`config.mk`:
```
export PLATFORM = sky130hd
export DESIGN_NAME = clk_divider_prog
export DESIGN_NICKNAME = d
export VERILOG_FILES = /design/src/rtl/clkdiv_pkg.sv /design/src/rtl/clkdiv_period_counter.sv /design/src/rtl/clk_divider_prog.sv
export SDC_FILE = /design/constraint.sdc
export NUM_CORES = 1
export LEC_CHECK = 0
export CORE_MARGIN = 2
export CORE_UTILIZATION = 34
export DETAILED_ROUTE_END_ITERATION = 8
export PLACE_DENSITY_LB_ADDON = 0.25
export SYNTH_ARGS = -nofsm -noshare
export SYNTH_HDL_FRONTEND = slang
export SYNTH_SLANG_ARGS = --single-unit
```
`constraint.sdc`:
```
create_clock -name in_clk -period 5.79 [get_ports in_clk]
set_clock_uncertainty 0.15 [all_clocks]
set_input_delay 1.158 -clock in_clk [delete_from_list [all_inputs] [get_ports in_clk]]
set_output_delay 1.158 -clock in_clk [all_outputs]
set_load 0.01 [all_outputs]
```
`src/rtl/clkdiv_pkg.sv`:
```
// Shared constants and helpers for the programmable clock divider.
// Imported by clkdiv_period_counter and clk_divider_prog.
package clkdiv_pkg;

   localparam int unsigned CNT_W_DEFAULT = 8;

   localparam logic MODE_PULSE  = 1'b0;
   localparam logic MODE_SQUARE = 1'b1;

   // Number of high cycles in square mode: ceil(N/2).
   function automatic logic [31:0] sq_high(input logic [31:0] n);
      return (n + 32'd1) >> 1;
   endfunction

endpackage

```
`src/rtl/clkdiv_period_counter.sv`:
```
// Period counter for clk_divider_prog: holds count, detects the wrap point,
// and applies enable gating plus a synchronous clear used when settings change while disabled.
module clkdiv_period_counter
   import clkdiv_pkg::*;
#(
   parameter int unsigned CNT_W = CNT_W_DEFAULT
) (
   input  logic             clk_i,
   input  logic             rst_i,
   input  logic             enable_i,
   input  logic             clear_i,
   input  logic [CNT_W-1:0] n_i,
   output logic [CNT_W-1:0] count_d_o,
   output logic             wrap_o
);

   logic [CNT_W-1:0] count_q;
   logic [CNT_W-1:0] count_d;

   // n_i is never 0, so N-1 cannot underflow.
   assign wrap_o = (count_q == n_i - CNT_W'(1));

   always_comb begin
      count_d = count_q;
      if (clear_i) begin
         count_d = '0;
      end else if (enable_i) begin
         count_d = wrap_o ? '0 : count_q + CNT_W'(1);
      end
   end

   assign count_d_o = count_d;

   always_ff @(posedge clk_i or posedge rst_i) begin
      if (rst_i) begin
         count_q <= '0;
      end else begin
         count_q <= count_d;
      end
   end

endmodule

```
`src/rtl/clk_divider_prog.sv`:
```
// Runtime-programmable integer clock divider with pulse/square output and load/ack handshake.
// Define CLKDIV_STATUS_EN to expose registered status ports cur_div, cur_mode and pend.
module clk_divider_prog
   import clkdiv_pkg::*;
#(
   parameter int unsigned CNT_W        = CNT_W_DEFAULT,
   parameter int unsigned DEFAULT_DIV  = 3,
   parameter bit          DEFAULT_MODE = MODE_PULSE
) (
   input  logic             in_clk,
   input  logic             reset,
   input  logic             enable,
   input  logic [CNT_W-1:0] div_val,
   input  logic             div_mode,
   input  logic             div_load,
   output logic             div_ack,
   output logic             out_clk,
   output logic             out_tick
`ifdef CLKDIV_STATUS_EN
   ,
   output logic [CNT_W-1:0] cur_div,
   output logic             cur_mode,
   output logic             pend
`endif
);

   logic [CNT_W-1:0] n_q, n_d;
   logic             mode_q, mode_d;
   logic             pend_q, pend_d;
   logic [CNT_W-1:0] pend_div_q, pend_div_d;
   logic             pend_mode_q, pend_mode_d;
   logic             out_clk_q, out_clk_d;
   logic             out_tick_q, out_tick_d;
   logic             ack_q, ack_d;

   logic [CNT_W-1:0] load_div;
   logic [CNT_W-1:0] eff_div;
   logic             eff_mode;
   logic             eff_valid;
   logic             apply_en;
   logic             apply_dis;
   logic [CNT_W-1:0] count_d;
   logic             wrap;
   logic [31:0]      sq_thr;

   clkdiv_period_counter #(
      .CNT_W (CNT_W)
   ) u_counter (
      .clk_i     (in_clk),
      .rst_i     (reset),
      .enable_i  (enable),
      .clear_i   (apply_dis),
      .n_i       (n_q),
      .count_d_o (count_d),
      .wrap_o    (wrap)
   );

   assign load_div = (div_val == '0) ? CNT_W'(1) : div_val;

   // A load in the wrap cycle itself is seen here, so it applies at that same wrap.
   assign eff_valid = pend_q | div_load;
   assign eff_div   = div_load ? load_div : pend_div_q;
   assign eff_mode  = div_load ? div_mode : pend_mode_q;
   assign apply_en  = enable & wrap & eff_valid;
   assign apply_dis = ~enable & pend_q;

   always_comb begin
      pend_d      = pend_q;
      pend_div_d  = pend_div_q;
      pend_mode_d = pend_mode_q;
      n_d         = n_q;
      mode_d      = mode_q;
      if (div_load) begin
         pend_d      = 1'b1;
         pend_div_d  = load_div;
         pend_mode_d = div_mode;
      end
      if (apply_en) begin
         pend_d = 1'b0;
         n_d    = eff_div;
         mode_d = eff_mode;
      end else if (apply_dis) begin
         // A load arriving in the same cycle stays pending for the next boundary.
         pend_d = div_load;
         n_d    = pend_div_q;
         mode_d = pend_mode_q;
      end
   end

   always_comb begin
      sq_thr     = sq_high(32'(n_d));
      out_clk_d  = (mode_d == MODE_SQUARE) ? (32'(count_d) < sq_thr) : (count_d == '0);
      out_tick_d = enable & wrap;
      ack_d      = apply_en | apply_dis;
   end

   always_ff @(posedge in_clk or posedge reset) begin
      if (reset) begin
         n_q         <= CNT_W'(DEFAULT_DIV);
         mode_q      <= DEFAULT_MODE;
         pend_q      <= 1'b0;
         pend_div_q  <= CNT_W'(1);
         pend_mode_q <= MODE_PULSE;
         out_clk_q   <= 1'b1;
         out_tick_q  <= 1'b0;
         ack_q       <= 1'b0;
      end else begin
         n_q         <= n_d;
         mode_q      <= mode_d;
         pend_q      <= pend_d;
         pend_div_q  <= pend_div_d;
         pend_mode_q <= pend_mode_d;
         out_clk_q   <= out_clk_d;
         out_tick_q  <= out_tick_d;
         ack_q       <= ack_d;
      end
   end

   assign out_clk  = out_clk_q;
   assign out_tick = out_tick_q;
   assign div_ack  = ack_q;

`ifdef CLKDIV_STATUS_EN
   assign cur_div  = n_q;
   assign cur_mode = mode_q;
   assign pend     = pend_q;
`endif

endmodule

```
==> results.cfg, run 1 <==
[final_layout]
diodes = 0
ff_latch_area_um2 = 755.7
fin_util_pct = 39.70
area_growth_pct = 14.72
layout-drive-gt1-share_pct = 12.35
nFillCells = 638
final_cell_mix = 28 x nor2_1, 26 x dfrtp_1, 19 x xnor2_1
nets = 273
multi_input_comb_area_um2 = 1305
final_common_cell = nor2_1

[cts]
cts.reportedPaths.clkPinSlew_ns = 0.06
cts.sinks = 30
postCtsHoldBufs = 0
root_buffer = clkbuf_8
cts_setup_buffers = 0
cts_resized = 0
clkLatencyLatePin_ns = 0.29
cts-htree-levels = 2
cts_buffers = 5
clockBufferDepth = 2
cts_tree = built

[yosys]
synth_top_family_by_area = simple AND/OR/NAND/NOR gates
ys.warnings.count = 0
yosysSeqAreaShare_pct = 34.99
synth_flop_cell = dfrtp_1
synth_mux_area_share_pct = 11.18
synth.distinct_cells = 51
synth-edff-count = 0
synth_nets = 259
netlist_area_um2 = 2160
yosys.area_share.simple_pct = 19.24
netlist_instances = 236
yosys_register_bits = 30
synthArstFlopShare_pct = 100.0
synth.avg_cell_area_um2 = 9.151
synth_compound_area_share_pct = 14.08
synth_fa_ha_area_share_pct = 5.794
synth-xor-area-share_pct = 10.14

[global_routing]
grt_pass1_wl_um = 8542
grt_use_total_pct = 15.22
grt_pass1_vias = 1769
antenna_found_initial = 0
grt_overflow = 0
grt_max_degree = 31

[worst_setup_path]
worstPathCellList = clkdlybuf4s50_1 > o2111ai_1 > a2111oi_4 > o21a_1 > nand2_1 > o21ai_0 > ha_1 > nor2b_1 > nand2_1 > xnor2_1 > a21oi_1 > ha_1 > nand3_1 > or4_1 > o21ai_0 > mux2i_1
worstPathArrival_ns = 4.76
cpMaxStageDelayCell = clkdlybuf4s50_1
cpPeakStageDelay_ns = 0.49
cp-start-kind = primary input
cp_max_fo = 13
required_ns = 5.84
end_kind = flip-flop
path_class = in -> reg

[sta]
tightest_slew_ns = 0.8169
tns_ns = 0
setup_violations = 0
max_freq_mhz = 212.3
slew_viol_final = 0
hold_viol_final = 0
whs_ns = 0.3795
fin_crit_ns = 4.711
fin_crit_sh_pct = 81.37
rsz0062_at_grt = no
relSlewSlack_pct = 44.96

[placement]
io_buffers = 15
place_congestion = 0.7863
dpl.hpwl_um = 3712

[hold_path]
min_path_type = reg -> reg

[outcome]
status = finished clean

[floorplanning]
ios = 16
die_w_um = 83.70
die_area_um2 = 7005
core-area_um2 = 6241
initial_core_util_pct = 34.60
fp.dieH_um = 83.70
rows = 29

[drt]
wl_per_cell_um = 14.77
via_count = 1731
drt_iter0_drc = 93
routed_wl_um = 4844
drc = 0
antenna_left = 0
firstDrtPassIters = 4
vias_per_cell = 5.277

[flow_run]
drv_cap = 0

[power]
peakVddDrop_mv = 0.1655
leakagePower_uw = 0.001009
total_power_uw = 723.9
powerDensity_nw_per_um2 = 292.2
state kept, by name, summed over array words and instances, names as in the netlist:
register / cells
div_ack: 1
mode_q: 1
n_q: 8
out_clk: 1
out_tick: 1
pend_div_q: 8
pend_mode_q: 1
pend_q: 1
u_counter.count_q: 8
kinds of logic (layout without fill, tap and decap cells):
| kind of cell | after synthesis | count (layout) |
|---|---|---|
| adder cells (fa/ha/maj) | 10 | 10 |
| flip-flops | 30 | 30 |
| buffers and inverters | 23 | 38 |
| XOR/XNOR | 25 | 25 |
| AO/OA/AOI/OAI | 43 | 43 |
| AND/OR/NAND/NOR | 82 | 82 |
| multiplexers | 23 | 23 |
synth_stat cells (all sizes together) (4+ instances only):
cell type	n	area [um^2]
nand3	7	35.03
xor2	6	52.55
mux2i	17	170.2
o21ai	8	40.04
mux2	6	71.31
clkbuf	10	37.54
nand2	13	48.80
xnor2	19	166.4
dfstp	4	105.1
ha	10	125.1
inv	9	33.78
nand4	4	25.02
dfrtp	26	650.6
buf	4	27.52
a21oi	13	65.06
nor3	5	25.02
nor2	28	105.1
nand2b	4	25.02
path summary, 6_finish.rpt:
kind,startpoint,end,slack [ns],cells past startpoint
setup / recovery,enable,out_clk,1.08,16
hold / removal,pend_mode_q,pend_mode_q,0.38,1
setup reg to reg,n_q[0],out_clk,1.12,19
hold reg to reg,pend_mode_q,pend_mode_q,0.38,1
max in group asynchronous,reset,n_q[0],4.06,3
min in group asynchronous,reset,pend_q,1.10,3
critical path: cells and delay by family:
family                     cells  cell delay (ns)
buffers and inverters          1             0.49
adders and majority gates      2             0.60
muxes                          1             0.09
xor gates and xnor gates       1             0.13
and+or+nand+nor                5             0.95
AOI/OAI and AO/OA              6             1.33
power by group:
group | switching, uW | internal (uW) | total, uW
logic | 130 | 122 | 252
registers | 48.6 | 246 | 295
clock network | 81.1 | 95.7 | 177
total | 259 | 464 | 724
metrics by stage:
step	setup slack, ns	area [um^2]	instances
global route	0.6026	2477	328
finish	1.079	2477	328
floorplan	1.347	2160	236
CTS	1.071	2477	328
detailed placement	0.7962	2386	320
global placement	0.8206	2386	320
layer usage:
layer	GRT usage, %	share of wire [%]	routed length (um)	vias up
li1	-	-	-	866
met1	21.55	50	2424	827
met2	23.49	46	2208	31
met3	2.671	3.0	144	7
met4	5.132	1.4	67	0
met5	0	0	0	-
final cells by class:
class / instances / area share, %
multi-input combinational: 183 / 52.68
sequential: 30 / 30.51
timing repair buffer: 21 / 7.879
tap: 77 / 3.889
clock buffer: 7 / 3.485
inverter: 9 / 1.364
clock inverter: 1 / 0.2020
Note: power is estimated with default switching activity, not from simulation.
==> inputs of run 2 (changes only) <==
- clock period: 5.79 -> 4.8 ns (I/O delays scaled with it)
==> run 2 against run 1 <==
Effect of this change:
- largest cell class unchanged
- register-to-register slack got worse by 0.71 ns
- critical path depth unchanged
- die area unchanged
- flip-flop and latch count unchanged
- cell count increased by 0.91%
- core utilization increased by 0.70 points
==> results.cfg, run 2 (synthesized netlist as in run 1, its figures left out) <==
[outcome]
status = finished clean

[hold_path]
min_path_type = reg -> reg
hp-start = pend_mode_q

[worst_setup_path]
reg2reg_from = n_q[2]
cp_max_fo = 9
worstPathArrival_ns = 4.43
required_ns = 4.84
r2r_slack_ns = 0.41
path_class = reg -> reg
end_kind = flip-flop
r2r-end = out_clk
endpoint = out_clk
cp-start-kind = flip-flop
reg2regPathDepth = 16
crit_start = n_q[2]

[final_layout]
area_growth_pct = 16.74
fin_util_pct = 40.40
final_cell_mix = 28 x nor2_1, 26 x dfrtp_1, 19 x xnor2_1
largest_registers = n_q (8), pend_div_q (8), u_counter.count_q (8)
nFillCells = 620
diodes = 0
multi_input_comb_area_um2 = 1308
layout-drive-gt1-share_pct = 14.17
instances_no_fill = 331
nets = 276
ff_latch_area_um2 = 755.7
final_common_cell = nor2_1

[global_routing]
antenna_found_initial = 0
grt_max_degree = 27
grt_use_total_pct = 14.37
grt_pass1_wl_um = 8121
grt_pass1_vias = 1600
grt_overflow = 0

[drt]
firstDrtPassIters = 4
drc = 0
drt_iter0_drc = 101
wl_per_cell_um = 14.69
antenna_left = 0
via_count = 1709
vias_per_cell = 5.163
routed_wl_um = 4861

[power]
powerDensity_nw_per_um2 = 358.7
leakagePower_uw = 0.001034
peakVddDrop_mv = 0.1956

[cts]
cts.sinks = 30
clkLatencyLatePin_ns = 0.27
cts_buffers = 5
cts.reportedPaths.clkPinSlew_ns = 0.07
clockBufferDepth = 2
root_buffer = clkbuf_8
cts_tree = built
cts-htree-levels = 2

[sta]
fin_crit_sh_pct = 91.49
rsz0062_at_grt = no
setup_violations = 0
relSlewSlack_pct = 32.31
hold_viol_final = 0
tns_ns = 0
max_freq_mhz = 227.7
slew_viol_final = 0
fin_crit_ns = 4.392
tightest_slew_ns = 1.014

[floorplanning]
rows = 29
core-area_um2 = 6241
die_w_um = 83.70
ios = 16
die_area_um2 = 7005
initial_core_util_pct = 34.60
fp.dieH_um = 83.70

[placement]
dpl.cell_count = 323
dpl.hpwl_um = 3801
place_congestion = 0.8019
io_buffers = 15

[flow_run]
drv_cap = 0
-- run 2: worst min-delay path by stage --
stage	to	slack, ns	cells past startpoint
after floorplan	pend_mode_q	0.34	1
after global placement	pend_mode_q	0.36	1
after detailed placement	pend_mode_q	0.36	1
after CTS	pend_mode_q	0.38	1
after global routing	pend_div_q[0]	0.39	2
final	pend_mode_q	0.37	1
-- run 2: worst max-delay path, stage by stage, from the launching register on --
cell	delay, ns
dfrtp_1	0.48
or4_4	0.56
o221a_2	0.28
nor3_1	0.42
a2111oi_4	0.06
o21a_1	0.18
o21ai_0	0.28
ha_1	0.25
nand2b_1	0.09
nor2_1	0.16
nor4b_1	0.24
a31oi_1	0.09
ha_1	0.31
nand4_1	0.10
or4_1	0.39
o21ai_0	0.15
mux2i_1	0.10
-- run 2: power breakdown --
| group | total, uW | switching (uW) | internal (uW) |
|---|---|---|---|
| clock network | 239 | 94.7 | 145 |
| registers | 356 | 59.2 | 297 |
| logic | 308 | 157 | 152 |
-- run 2: timing repair --
| action | 4_1_cts | 5_1_grt |
|---|---|---|
| gates resized for setup | 0 | 1 |
| buffers inserted | 0 | 0 |
| hold buffers | 0 | 0 |
| setup endpoints to repair | 0 | 1 |
-- run 2: final cells by class --
type | instances | area share, %
clock buffers | 8 | 4.367
inverters | 9 | 1.340
multi-input cells | 183 | 51.86
flip-flops and latches | 30 | 29.98
repair buffers | 24 | 8.635
well taps | 77 | 3.821
-- run 2: metal layers --
layer  share of wire, %  up-vias  global-route usage (%)
li1                   -      873                       -
met5                  0        -                       0
met4               0.86        0                   2.493
met1                 51      806                   20.27
met3                2.8        4                   3.561
met2                 46       26                   22.69
-- run 2: through the flow --
stage / setup slack [ns] / area, um^2 / hold slack [ns] / total power, uW
finish: 0.4083 / 2521 / 0.3718 / 904.3
global route: 0.03294 / 2521 / 0.3949 / 966.5
CTS: 0.3570 / 2519 / 0.3767 / 913.0
detailed placement: 0.2031 / 2409 / 0.3612 / 669.9
global placement: 0.2128 / 2409 / 0.3610 / 666.6
floorplan: 0.3803 / 2160 / 0.3416 / 582.4
==> inputs of run 3 (changes only) <==
- CTS_CLUSTER_SIZE: not set -> 28
==> results of run 3 <==
No change in the layout: final DEF, timing and power equal those of run 2.
